**src/rtl/rle_encoder_p_if.sv**
```systemverilog
// Sample input and encoded-word output handshakes of the run-length encoder.
// master = capture side / downstream consumer, slave = encoder.
interface rle_encoder_p_if #(
    parameter int DW = 16
);
    logic [DW-2:0] in_data;
    logic          in_valid;
    logic          in_ready;
    logic [DW-1:0] out_data;
    logic          out_valid;
    logic          out_ready;

    modport master (
        output in_data, in_valid, out_ready,
        input  in_ready, out_data, out_valid
    );

    modport slave (
        input  in_data, in_valid, out_ready,
        output in_ready, out_data, out_valid
    );
endinterface

```
**src/rtl/rle_encoder_p.sv**
```systemverilog
// Run-length encoder: emits {0,sample} for the first sample of a run and {1,count} for repeats,
// through a small first-word-fall-through buffer that absorbs downstream backpressure.
module rle_encoder_p #(
    parameter int DW    = 16,
    parameter int DEPTH = 4
) (
    input  logic            core_clk,
    input  logic            core_rst_n,
    input  logic            rle_en_i,
    input  logic            flush_i,
    output logic            busy_o,
    rle_encoder_p_if.slave  bus
);
    localparam int SW = DW - 1;
    localparam int AW = $clog2(DEPTH);
    localparam logic [SW-1:0] MAX_RUN  = {SW{1'b1}};
    localparam logic [SW-1:0] RUN_LAST = MAX_RUN - 1'b1;
    localparam logic [AW:0]   DEPTH_W  = (AW+1)'(DEPTH);
    localparam logic [AW:0]   ONE_W    = (AW+1)'(1);
    localparam logic [AW:0]   TWO_W    = (AW+1)'(2);

    logic [DW-1:0] mem_q [DEPTH];
    logic [AW:0]   wr_ptr_q, wr_ptr_d;
    logic [AW:0]   rd_ptr_q, rd_ptr_d;
    logic [AW:0]   occ_q, occ_d;
    logic [SW-1:0] cnt_q, cnt_d;
    logic [SW-1:0] prev_q, prev_d;
    logic          have_prev_q, have_prev_d;
    logic          flush_pend_q, flush_pend_d;

    logic [AW:0]   free;
    logic [AW:0]   npush;
    logic [DW-1:0] word0, word1;
    logic [AW-1:0] wr_idx0, wr_idx1;
    logic          accept, pop, flush_go;

    assign free          = DEPTH_W - occ_q;
    assign bus.in_ready  = (free >= TWO_W) & ~flush_pend_q;
    assign bus.out_valid = (occ_q != '0);
    assign bus.out_data  = bus.out_valid ? mem_q[rd_ptr_q[AW-1:0]] : '0;
    assign accept        = bus.in_valid & bus.in_ready;
    assign pop           = bus.out_valid & bus.out_ready;
    assign flush_go      = flush_pend_q & (free != '0);
    assign busy_o        = (cnt_q != '0) | flush_pend_q | (occ_q != '0);
    assign wr_idx0       = wr_ptr_q[AW-1:0];
    assign wr_idx1       = wr_ptr_q[AW-1:0] + 1'b1;

    // A flush can never coincide with an accepted sample because in_ready is held low while it waits.
    always_comb begin
        word0        = '0;
        word1        = '0;
        npush        = '0;
        cnt_d        = cnt_q;
        prev_d       = prev_q;
        have_prev_d  = have_prev_q;
        flush_pend_d = flush_i | (flush_pend_q & ~flush_go);
        if (accept) begin
            if (rle_en_i && have_prev_q && (bus.in_data == prev_q)) begin
                if (cnt_q == RUN_LAST) begin
                    word0 = {1'b1, MAX_RUN};
                    npush = ONE_W;
                    cnt_d = '0;
                end else begin
                    cnt_d = cnt_q + 1'b1;
                end
            end else begin
                if (cnt_q != '0) begin
                    word0 = {1'b1, cnt_q};
                    word1 = {1'b0, bus.in_data};
                    npush = TWO_W;
                end else begin
                    word0 = {1'b0, bus.in_data};
                    npush = ONE_W;
                end
                cnt_d       = '0;
                prev_d      = bus.in_data;
                have_prev_d = rle_en_i;
            end
        end else if (flush_go) begin
            if (cnt_q != '0) begin
                word0 = {1'b1, cnt_q};
                npush = ONE_W;
            end
            cnt_d       = '0;
            have_prev_d = 1'b0;
        end
        wr_ptr_d = wr_ptr_q + npush;
        rd_ptr_d = rd_ptr_q + {{AW{1'b0}}, pop};
        occ_d    = occ_q + npush - {{AW{1'b0}}, pop};
    end

    always_ff @(posedge core_clk or negedge core_rst_n) begin
        if (!core_rst_n) begin
            for (int i = 0; i < DEPTH; i++) begin
                mem_q[i] <= '0;
            end
            wr_ptr_q     <= '0;
            rd_ptr_q     <= '0;
            occ_q        <= '0;
            cnt_q        <= '0;
            prev_q       <= '0;
            have_prev_q  <= 1'b0;
            flush_pend_q <= 1'b0;
        end else begin
            if (npush != '0) begin
                mem_q[wr_idx0] <= word0;
            end
            if (npush == TWO_W) begin
                mem_q[wr_idx1] <= word1;
            end
            wr_ptr_q     <= wr_ptr_d;
            rd_ptr_q     <= rd_ptr_d;
            occ_q        <= occ_d;
            cnt_q        <= cnt_d;
            prev_q       <= prev_d;
            have_prev_q  <= have_prev_d;
            flush_pend_q <= flush_pend_d;
        end
    end

    // The in_ready/flush thresholds are what keep the buffer from overflowing.
    a_no_overflow: assert property (@(posedge core_clk) disable iff (!core_rst_n)
        (int'(occ_q) + int'(npush) - int'(pop)) <= DEPTH);

endmodule

```
**src/flat_wrapper.sv**
```systemverilog
// flat-port wrapper written by rule: the top's interface ports become plain ports
module rle_encoder_p_flat 
#(
    parameter int DW    = 16,
    parameter int DEPTH = 4
)
  (core_clk, core_rst_n, rle_en_i, flush_i, busy_o, bus_in_data, bus_in_valid, bus_out_ready, bus_in_ready, bus_out_data, bus_out_valid);
  rle_encoder_p_if #(.DW(DW)) bus_i ();
  input  logic core_clk;
  input  logic core_rst_n;
  input  logic rle_en_i;
  input  logic flush_i;
  output logic busy_o;
  input wire logic [$bits(bus_i.in_data)-1:0] bus_in_data;
  input wire logic [$bits(bus_i.in_valid)-1:0] bus_in_valid;
  input wire logic [$bits(bus_i.out_ready)-1:0] bus_out_ready;
  output wire logic [$bits(bus_i.in_ready)-1:0] bus_in_ready;
  output wire logic [$bits(bus_i.out_data)-1:0] bus_out_data;
  output wire logic [$bits(bus_i.out_valid)-1:0] bus_out_valid;
  assign bus_i.in_data = bus_in_data;
  assign bus_i.in_valid = bus_in_valid;
  assign bus_i.out_ready = bus_out_ready;
  assign bus_in_ready = bus_i.in_ready;
  assign bus_out_data = bus_i.out_data;
  assign bus_out_valid = bus_i.out_valid;
  rle_encoder_p #(.DW(DW), .DEPTH(DEPTH)) u_core (.core_clk(core_clk), .core_rst_n(core_rst_n), .rle_en_i(rle_en_i), .flush_i(flush_i), .busy_o(busy_o), .bus(bus_i));
endmodule
```
**config.mk**
```make
export PLATFORM = sky130hd
export DESIGN_NAME = rle_encoder_p_flat
export DESIGN_NICKNAME = d
export VERILOG_FILES = /design/src/rtl/rle_encoder_p_if.sv /design/src/rtl/rle_encoder_p.sv /design/src/flat_wrapper.sv
export SDC_FILE = /design/constraint.sdc
export NUM_CORES = 1
export LEC_CHECK = 0
export BUFFER_PORTS_ARGS = -buffer_cell sky130_fd_sc_hd__clkbuf_2
export CORE_ASPECT_RATIO = 0.75
export CORE_MARGIN = 10
export CORE_UTILIZATION = 60
export CTS_CLUSTER_DIAMETER = 40
export DETAILED_ROUTE_END_ITERATION = 6
export HOLD_SLACK_MARGIN = 0.02
export PLACE_DENSITY = 0.82
export REMOVE_ABC_BUFFERS = 1
export SLEW_MARGIN = 30
export SYNTH_ARGS = -nofsm -noshare
export SYNTH_HDL_FRONTEND = slang
export SYNTH_SLANG_ARGS = --single-unit
```
**constraint.sdc**
```tcl
create_clock -name core_clk -period 3.85 [get_ports core_clk]
set_input_delay 0.385 -clock core_clk [delete_from_list [all_inputs] [get_ports core_clk]]
set_output_delay 0.385 -clock core_clk [all_outputs]
set_load 0.02 [all_outputs]
```
[Yosys cells after proc, flatten, opt, wreduce, memory -nomap -nowiden]
Cells that the tools add are included.
Cells by class
  $add $sub $neg: 7
  magnitude comparators: 6
  eq/ne operators: 4
  mux-type cells: 34
  bitwise operators: 14
  reductions and logical operators: 11
Operator list (number)
  16-bit two-way mux: 13
  64-bit bitwise mux: 2
  64-bit two-way mux: 2
  15-bit two-way mux: 5
  16-bit demux with 2-bit select: 2
  16-bit binary-select mux with 2-bit select: 1
  15-bit by 1-bit adder with 15-bit output, second input constant: 1
  15-bit == test: 1
  15-bit == test, second input constant: 1
  15-bit nonzero test: 1
  3-bit greater-or-equal comparator, second input constant: 3
  3-bit two-way mux: 3
  2-bit inverter with 3-bit output: 3
  3-bit nonzero test: 3
  3-bit adder: 2
  3-bit by 1-bit less-than comparator with 1-bit output, second input constant: 2
  1-bit bitwise AND: 5
  1-bit two-way mux: 5
  1-bit logical AND: 4
  2-bit AND reduction: 2
  3-bit by 1-bit adder with 3-bit output: 1
  3-bit by 2-bit == test with 1-bit output, second input constant: 1
  3-bit by 2-bit greater-or-equal comparator with 1-bit output, second input constant: 1
  1-bit inverter: 3
  other kinds (7): 9
Storage, ports and cells
  register bits: 105
  bits of input ports: 21
  output and inout port bits: 19
  word-level logic and storage cells: 87

[Depth between registers and ports, before layout]
Gate-level depths: netlist of the first run.
  word-level depth: 9
  depth in mapped cells: 13
  depth with buffers taken out: 11

[Worst setup path before layout of the first run]
Ideal clock, no wire load.
  path type: input to register
  from: input bus_in_data[9]
  to: register u_core.occ_q[2]
  library setup time: 123 ps
  data arrival time: 2706 ps
  data required time: 3727 ps
  slack: 1022 ps
  stages on the path: 13
  path buffers: 4
  cells stage by stage: buf_2 -> xor2_1 -> nor4_1 -> and4_4 -> buf_6 -> buf_12 -> buf_2 -> nor2_1 -> nand2_1 -> ha_1 -> inv_1 -> fa_1 -> xnor2_1
On the way
  longest elaborated chain between the ends: 6
Ends and longest elaborated chain
  start: declaration: RTL line flat_wrapper.sv:14  | input wire logic [$bits(bus_i.in_data)-1:0] bus_in_data;
  15-bit == test: RTL line rle_encoder_p.sv:58  | if (rle_en_i && have_prev_q && (bus.in_data == prev_q)) begin
  1-bit logical AND: RTL line rle_encoder_p.sv:58
  3-bit two-way mux: RTL line rle_encoder_p.sv:58
  3-bit two-way mux: RTL line rle_encoder_p.sv:57  | if (accept) begin
  3-bit adder: RTL line rle_encoder_p.sv:89  | occ_d = occ_q + npush - {{AW{1'b0}}, pop};
  3-bit by 1-bit subtractor with 3-bit output: RTL line rle_encoder_p.sv:89
  named net u_core.occ_d[2]: RTL line rle_encoder_p.sv:25  | logic [AW:0] occ_q, occ_d;
  end signal: assignment: RTL line rle_encoder_p.sv:99  | occ_q <= '0;
  end signal: assignment: RTL line rle_encoder_p.sv:113  | occ_q <= occ_d;
  end: declaration: RTL line rle_encoder_p.sv:25
The timed path passes the listed nets, and every way through them passes these cells.
A chain may end at the register's enable or synchronous reset.

[Worst setup path in the final report of the first run]
  from: register u_core.occ_q[1]
  to: register u_core.mem_q[0] (netlist bit)
On the way
  longest elaborated chain between the ends: 9
  elaborated cells between the ends (all ways): 17
  classes of those cells: add/sub (1); order compare (1); eq/ne (1); mux (9); bitwise (3); reduce/logical (2)
Ends and longest elaborated chain
  3-bit subtractor (*): RTL line rle_encoder_p.sv:37  | assign free = DEPTH_W - occ_q;
  3-bit by 2-bit greater-or-equal comparator with 1-bit output or 3-bit nonzero test (tied branches): RTL line rle_encoder_p.sv:38, rle_encoder_p.sv:43
  1-bit bitwise AND (on tied branches): RTL line rle_encoder_p.sv:38, rle_encoder_p.sv:43
  1-bit bitwise AND (tied with other cells): RTL line rle_encoder_p.sv:41  | assign accept = bus.in_valid & bus.in_ready;
  3-bit two-way mux or 16-bit two-way mux (tied branches): RTL line rle_encoder_p.sv:57
  3-bit nonzero test or 64-bit bitwise mux (tied branches): RTL line rle_encoder_p.sv:105, rle_encoder_p.sv:106
  64-bit two-way mux: RTL line rle_encoder_p.sv:105  | if (npush != '0) begin
  64-bit bitwise mux: RTL line rle_encoder_p.sv:109  | mem_q[wr_idx1] <= word1;
  64-bit two-way mux (*): RTL line rle_encoder_p.sv:108  | if (npush == TWO_W) begin
  end signal: indexed assignment: RTL line rle_encoder_p.sv:106  | mem_q[wr_idx0] <= word0;
  end signal: indexed assignment: RTL line rle_encoder_p.sv:109
  end: declaration: RTL line rle_encoder_p.sv:22  | logic [DW-1:0] mem_q [DEPTH];
Every way passes the cells marked *; elsewhere a longest branch is shown, timed or not.

==> results of run 1 <==
[power by group through the flow]
| stage | registers [mW] | logic, mW | clock network, mW |
|---|---|---|---|
| global route | 1.75 | 1.97 | 0.978 |
| global placement | 1.71 | 1.72 | 0 |
| detailed placement | 1.72 | 1.79 | 0 |
| CTS | 1.71 | 1.80 | 0.935 |
| finish | 1.73 | 1.81 | 0.935 |
| floorplan | 1.67 | 1.26 | 0 |
[final cells by class]
type / instances / area (um^2)
inverter: 10 / 37.5
clock inverter: 5 / 57.6
clock buffer: 10 / 239
timing repair buffer: 50 / 280
sequential: 103 / 2580
tap: 132 / 165
fill: 737 / 3270
multi-input combinational: 448 / 3190
[kinds of logic (layout without fill, tap and decap cells)]
group,count (synthesis),in the layout,synth area share
and+or+nand+nor,281,281,0.236
adders and majority gates,13,13,0.0278
muxes,17,17,0.0607
AOI/OAI and AO/OA,114,114,0.164
buffers and inverters,66,75,0.0573
xor gates and xnor gates,23,23,0.0329
DFF,103,103,0.421
[layer usage]
| layer | vias up | share of wire | wire [um] |
|---|---|---|---|
| met5 | - | 0 | 0 |
| met4 | 0 | 0.022 | 389 |
| met3 | 50 | 0.12 | 2130 |
| met2 | 355 | 0.45 | 7900 |
| met1 | 2632 | 0.41 | 7170 |
| li1 | 2288 | - | - |
[how the worst min path moves through the flow]
stage / start / endpoint / slack (ns)
5_1_grt: core_rst_n / u_core.occ_q[2] / 0.07
3_5_place_dp: core_rst_n / u_core.rd_ptr_q[0] / 0.41
2_1_floorplan: core_rst_n / u_core.cnt_q[0] / 0.09
3_3_place_gp: core_rst_n / u_core.occ_q[2] / 0.41
4_1_cts: core_rst_n / u_core.occ_q[2] / 0.04
6_report: core_rst_n / u_core.occ_q[2] / 0.03
[through the flow]
step | hold slack (ns) | worst slack (ns) | area [um^2] | util | power [mW]
after floorplan | 0.0894 | 0.738 | 5800 | - | 2.92
after global placement | 0.407 | 0.841 | 6250 | 0.637 | 3.42
after detailed placement | 0.415 | 0.687 | 6250 | 0.637 | 3.52
after CTS | 0.0409 | 0.679 | 6550 | 0.667 | 4.45
after global routing | 0.0689 | 0.469 | 6550 | 0.667 | 4.70
final | 0.0256 | 0.601 | 6550 | 0.667 | 4.47
[critical path: cells and delay by family, from the launching register on]
family                     cells  cell delay [ns]
AOI/OAI and AO/OA              1             0.28
adders and majority gates      2             0.52
buffers and inverters          1             0.08
DFF                            1             0.35
and+or+nand+nor                5             1.89
[flip-flops by register name, indices dropped and copies added (netlist names)]
register	cells
u_core.wr_ptr_q	2
u_core.prev_q	15
u_core.occ_q	3
u_core.rd_ptr_q	2
u_core.mem_q	64
u_core.have_prev_q	1
u_core.flush_pend_q	1
u_core.cnt_q	15
[layout by cell type (no fill, tap or decap), drive strengths merged, types with 12 or more instances in the layout]
master  Yosys  final
a221o      33     33
and2       23     23
and3       39     39
buf        37     12
clkbuf     19     48
dfrtp     103    103
ha         12     12
mux4       16     16
nand2      99     99
nand3      69     69
nor2       16     16
o21ai      12     12
o221ai     28     28
xor2       19     19
==> results_dict.tcl, run 1 <==
set metrics [dict create \
    postRouteAntennaNets 0 \
    crit_type "reg2reg" \
    cp-startpoint "u_core.occ_q[1]" \
    die-area_um2 14700 \
    dr.pass1.iters 5 \
    crit_end "u_core.mem_q[0]" \
    ys_ff_latch 103 \
    comb_power_share 0.404 \
    grt_pass1_vias 5144 \
    cp.arrival_ns 3.48 \
    met3_usage 0.0770 \
    io_buffer_count 39 \
    initial_core_util 0.623 \
    netlist_area_um2 6120 \
    use_met1 0.330 \
    numCtsBuffers 9 \
    critical_path.cell_chain "inv_1 -> ha_1 -> ha_1 -> or3b_1 -> and3_1 -> nand2_1 -> or3_1 -> and3_1 -> a221o_1" \
    row_count 31 \
    synthDominantCellAreaShare 0.421 \
    clk_latency_ns 0.35 \
    grtUsageMet2 0.355 \
    synthMostInstantiatedCell "dfrtp_1" \
    peakVddDrop_v 0.000397 \
    areaGrowthSynthToFinish_pct 7.02 \
    cts_sinks 103 \
    final_cells 758 \
    final-setup-viol-count 0 \
    ys_top_cells_by_count "dfrtp_1, nand2_1, nand3_1, and3_1, a221o_1" \
    drc 0 \
    ctsRootBufferMaster "clkbuf_16" \
    rsz0062_at_grt "no" \
    ios 40 \
    relSlewSlack 0.379 \
    top_usage_layer "met2" \
    hold_class "in2async" \
    internal-power_mw 2.76 \
    cts-resized-gates 0 \
    synthArstFlopShare 1.00 \
    r2r-start "u_core.occ_q[1]" \
    grt_pass1_wl_um 27700 \
    tightest_slew_ns 0.932 \
    maxCapViolCount 0 \
    fp.dieW_um 137 \
    slowest_stage "or3_1" \
    setup-tns-final_ns 0 \
    synth_edf_count 0 \
    seqPwrFrac 0.387 \
    postSynthAreaPerCell_um2 9.91 \
    fin_crit_sh 0.844 \
    yosysSeqAreaShare 0.421 \
    place_congestion 0.911 \
    endpoint_kind "flop" \
    nets 656 \
    synth.distinct_cells 59 \
    cts_hold_buf 0 \
    yosysTopAreaCell "dfrtp_1" \
    die_height_um 107 \
    cp-start-kind "flop" \
    cp_slowest_stage_delay_ns 0.75 \
    synth-main-ff-cell "dfrtp_1" \
    antenna_cells 0 \
    grt_max_degree 44 \
    p_leak_nw 3.07 \
    synth_area_leaders "dfrtp_1, nand2_1, mux4_2" \
    hold_viol_final 0 \
    required_ns 4.08 \
    fmax_mhz 308 \
    drt_iter0_markers 846 \
    drive_gt1_frac 0.166 \
    track_usage 0.241 \
    dp_cells 743 \
    totalWireLength_um 17600 \
    antenna_found_initial 0 \
    p_sw_mw 1.71 \
    vias_per_cell 7.03 \
    core-area_um2 9810 \
    r2r-end "u_core.mem_q[0]" \
    crit_fanout 16 \
    rrSetupSlack_ns 0.60 \
    finalCriticalPeriod_ns 3.25 \
    grt_remaining_overflow 0 \
    cts_tree "yes" \
    clockBufferDepth 2 \
    ys_warn_count 0 \
    outcome "completed" \
    htreeDepth 3 \
    slew_violations 0 \
    rr_worst_depth 9 \
    dp_hpwl_um 11800 \
    path_clk_slew_ns 0.07 \
    sw_frac_of_total 0.383 \
    wl_per_cell_um 23.2 \
    postCtsSetupBuffers 0 \
    power.share.clock 0.209 \
    finClkSkew_ns 0.00428 \
    synthCells 617 \
    power.density_nw_per_um2 683 \
    vias 5325 \
]
Note: power is estimated with default switching activity, not from simulation.
==> run 2: changes to the inputs <==
--- a/config.mk
+++ b/config.mk
@@ -8,11 +8,11 @@
 export BUFFER_PORTS_ARGS = -buffer_cell sky130_fd_sc_hd__clkbuf_2
 export CORE_ASPECT_RATIO = 0.75
 export CORE_MARGIN = 10
-export CORE_UTILIZATION = 60
+export CORE_UTILIZATION = 55
 export CTS_CLUSTER_DIAMETER = 40
 export DETAILED_ROUTE_END_ITERATION = 6
 export HOLD_SLACK_MARGIN = 0.02
-export PLACE_DENSITY = 0.82
+export PLACE_DENSITY = 0.79
 export REMOVE_ABC_BUFFERS = 1
 export SLEW_MARGIN = 30
 export SYNTH_ARGS = -nofsm -noshare
==> constraint.sdc (replaced) <==
create_clock -name core_clk -period 2.6 [get_ports core_clk]
set_input_delay 0.26 -clock core_clk [delete_from_list [all_inputs] [get_ports core_clk]]
set_output_delay 0.26 -clock core_clk [all_outputs]
set_load 0.02 [all_outputs]
==> run 2 against run 1 <==
  * The flow now finishes with violations (negative setup slack)
  * First-iteration DRC count increased by 26%
  * Combinational power up 80%
  * Final cell count grew 11%
  * Via count is 8.8% higher
  * Wire length grew 15%
  * Clock skew up 0.0086 ns
  * Sequential share of layout area down 4.6 points
  * Non-clock buffer count up 74
  * Clock-buffer cell count up 1
  * Register-to-register slack got worse by 0.60 ns
  * Fmax is 25% higher
  * Sequential power increased by 49%
  * Largest power group unchanged
==> results_dict.tcl, run 2 (synthesis results as in run 1) <==
set metrics [dict create \
    hold_viol_final 0 \
    place_area_um2 6750 \
    initial_core_util 0.561 \
    ctsRootBufferMaster "clkbuf_16" \
    antenna_cells 0 \
    htreeDepth 3 \
    peakVddDrop_v 0.000506 \
    clk_latency_ns 0.35 \
    largest_reg_flops 64 \
    top_register "u_core.mem_q" \
    place_ws_ns -0.174 \
    final.setup.worst_slack_ns -0.00226 \
    path_clk_slew_ns 0.07 \
    endpoint_kind "flop" \
    crit_type "reg2reg" \
    grt_pass1_vias 5596 \
    cts_tree "yes" \
    antenna_found_initial 0 \
    outcome "complete, but fails checks" \
    vias 5793 \
    finalCriticalPeriod_ns 2.60 \
    final_cell_mix "dfrtp_1, nand2_1, buf_4, nand3_1, clkbuf_2" \
    crit_fanout 4 \
    die-area_um2 15800 \
    internal-power_mw 4.31 \
    p_leak_nw 3.46 \
    fin_crit_sh 1.00 \
    core-area_um2 10900 \
    power.share.clock 0.182 \
    nets 733 \
    die_height_um 111 \
    setup-tns-final_ns -0.00226 \
    io_buffer_count 39 \
    grt_max_degree 57 \
    row_count 33 \
    tightest_slew_ns 0.753 \
    reg.largest.list "u_core.mem_q (64), u_core.cnt_q (15), u_core.prev_q (15)" \
    slew_violations 0 \
    totalWireLength_um 20300 \
    ios 40 \
    clockBufferDepth 2 \
    fmax_mhz 384 \
    cp-start-kind "flop" \
    final-setup-viol-count 1 \
    finClkSkew_ns 0.0129 \
    numCtsBuffers 9 \
    fp.dieW_um 142 \
    final_common_cell "dfrtp_1" \
    fillerInstances 826 \
    drive_gt1_frac 0.299 \
    fin_area_um2 7400 \
    drc 0 \
    relSlewSlack 0.498 \
    grt_pass1_wl_um 30700 \
    cp.arrival_ns 2.83 \
    dr.pass1.iters 6 \
    sw_frac_of_total 0.394 \
    dp_hpwl_um 13400 \
    place_congestion 0.935 \
    drt_iter0_markers 1063 \
    grt_remaining_overflow 0 \
    cts_sinks 103 \
    vias_per_cell 6.87 \
    final_util 0.679 \
    hold_class "in2reg" \
    areaGrowthSynthToFinish_pct 21.0 \
    wl_per_cell_um 24.0 \
    maxCapViolCount 0 \
    comb_power_share 0.456 \
    required_ns 2.83 \
    violations "negative setup slack" \
    track_usage 0.243 \
    postRouteAntennaNets 0 \
    seqPwrFrac 0.361 \
    p_sw_mw 2.81 \
    power.density_nw_per_um2 961 \
    rsz0062_at_grt "yes" \
]
[run 2: cell types whose count changed in the layout (fill, tap and decap cells not counted), moves of 3 or more]
| cell | previous run | this run |
|---|---|---|
| a31oi_2 | 0 | 3 |
| buf_6 | 0 | 7 |
| and3_1 | 38 | 30 |
| buf_4 | 12 | 75 |
| ha_1 | 12 | 9 |
| nand2_2 | 0 | 3 |
| nor4_1 | 5 | 2 |
| a31oi_1 | 11 | 8 |
| a211o_2 | 3 | 0 |
| and3_4 | 1 | 8 |
| a211o_4 | 0 | 3 |
| buf_12 | 0 | 3 |
| ha_4 | 0 | 3 |
| nand2_1 | 99 | 96 |
[run 2: final cells by class]
class | count | area, um^2 | share of cell area
Sequential cell | 103 | 2580 | 0.348
Clock buffer | 11 | 243 | 0.0328
Tap cell | 140 | 175 | 0.0237
Clock inverter | 4 | 31.3 | 0.00423
Inverter | 10 | 37.5 | 0.00507
Timing Repair Buffer | 124 | 902 | 0.122
Multi-Input combinational cell | 451 | 3440 | 0.464
[run 2: path summary, 6_finish.rpt]
kind	start	end	slack, ns	depth (start not counted)
max reg2reg	u_core.occ_q[1]	u_core.mem_q[32]	-0.002	10
max in group asynchronous	core_rst_n	u_core.mem_q[18]	1.39	3
min	flush_i	u_core.flush_pend_q	0.11	2
max	u_core.occ_q[1]	u_core.mem_q[32]	-0.002	10
min reg2reg	u_core.prev_q[6]	u_core.prev_q[6]	0.50	2
min in group asynchronous	core_rst_n	u_core.cnt_q[2]	0.48	2
[run 2: layer usage]
layer	GRT usage	share of wire
met2	0.362	0.44
met4	0.0802	0.030
met1	0.331	0.40
met3	0.0756	0.13
met5	0	0
[run 2: critical path: stages, from the launching register on]
cell and delay, ns:
dfrtp_1 0.37, inv_2 0.06, ha_4 0.16, ha_4 0.26, or3b_4 0.38, and3_4 0.21, buf_6 0.12, and3_4 0.14
buf_4 0.13, a211o_1 0.30, a221o_1 0.35
[run 2: power by group through the flow]
stage	clock network (mW)	logic, mW	registers (mW)
global placement	0	2.78	2.51
finish	1.30	3.25	2.57
CTS	1.31	2.97	2.53
floorplan	0	1.86	2.47
global route	1.36	3.48	2.61
detailed placement	0	2.89	2.54
[run 2: stage by stage]
stage	power, mW	cells	hold slack, ns
after global routing	7.45	843	0.117
after detailed placement	5.43	815	0.326
final	7.12	843	0.107
after CTS	6.81	834	0.107
after floorplan	4.33	561	-0.0356
after global placement	5.29	815	0.317
[run 2: timing repair]
action / CTS / global route
hold buffers: 1 / 0
gates cloned: 0 / 3
pin swaps: 5 / 18
setup endpoints to repair: 63 / 66
gates resized for setup: 15 / 34
endpoints found under the hold margin: 47 / 0
buffers inserted: 3 / 6
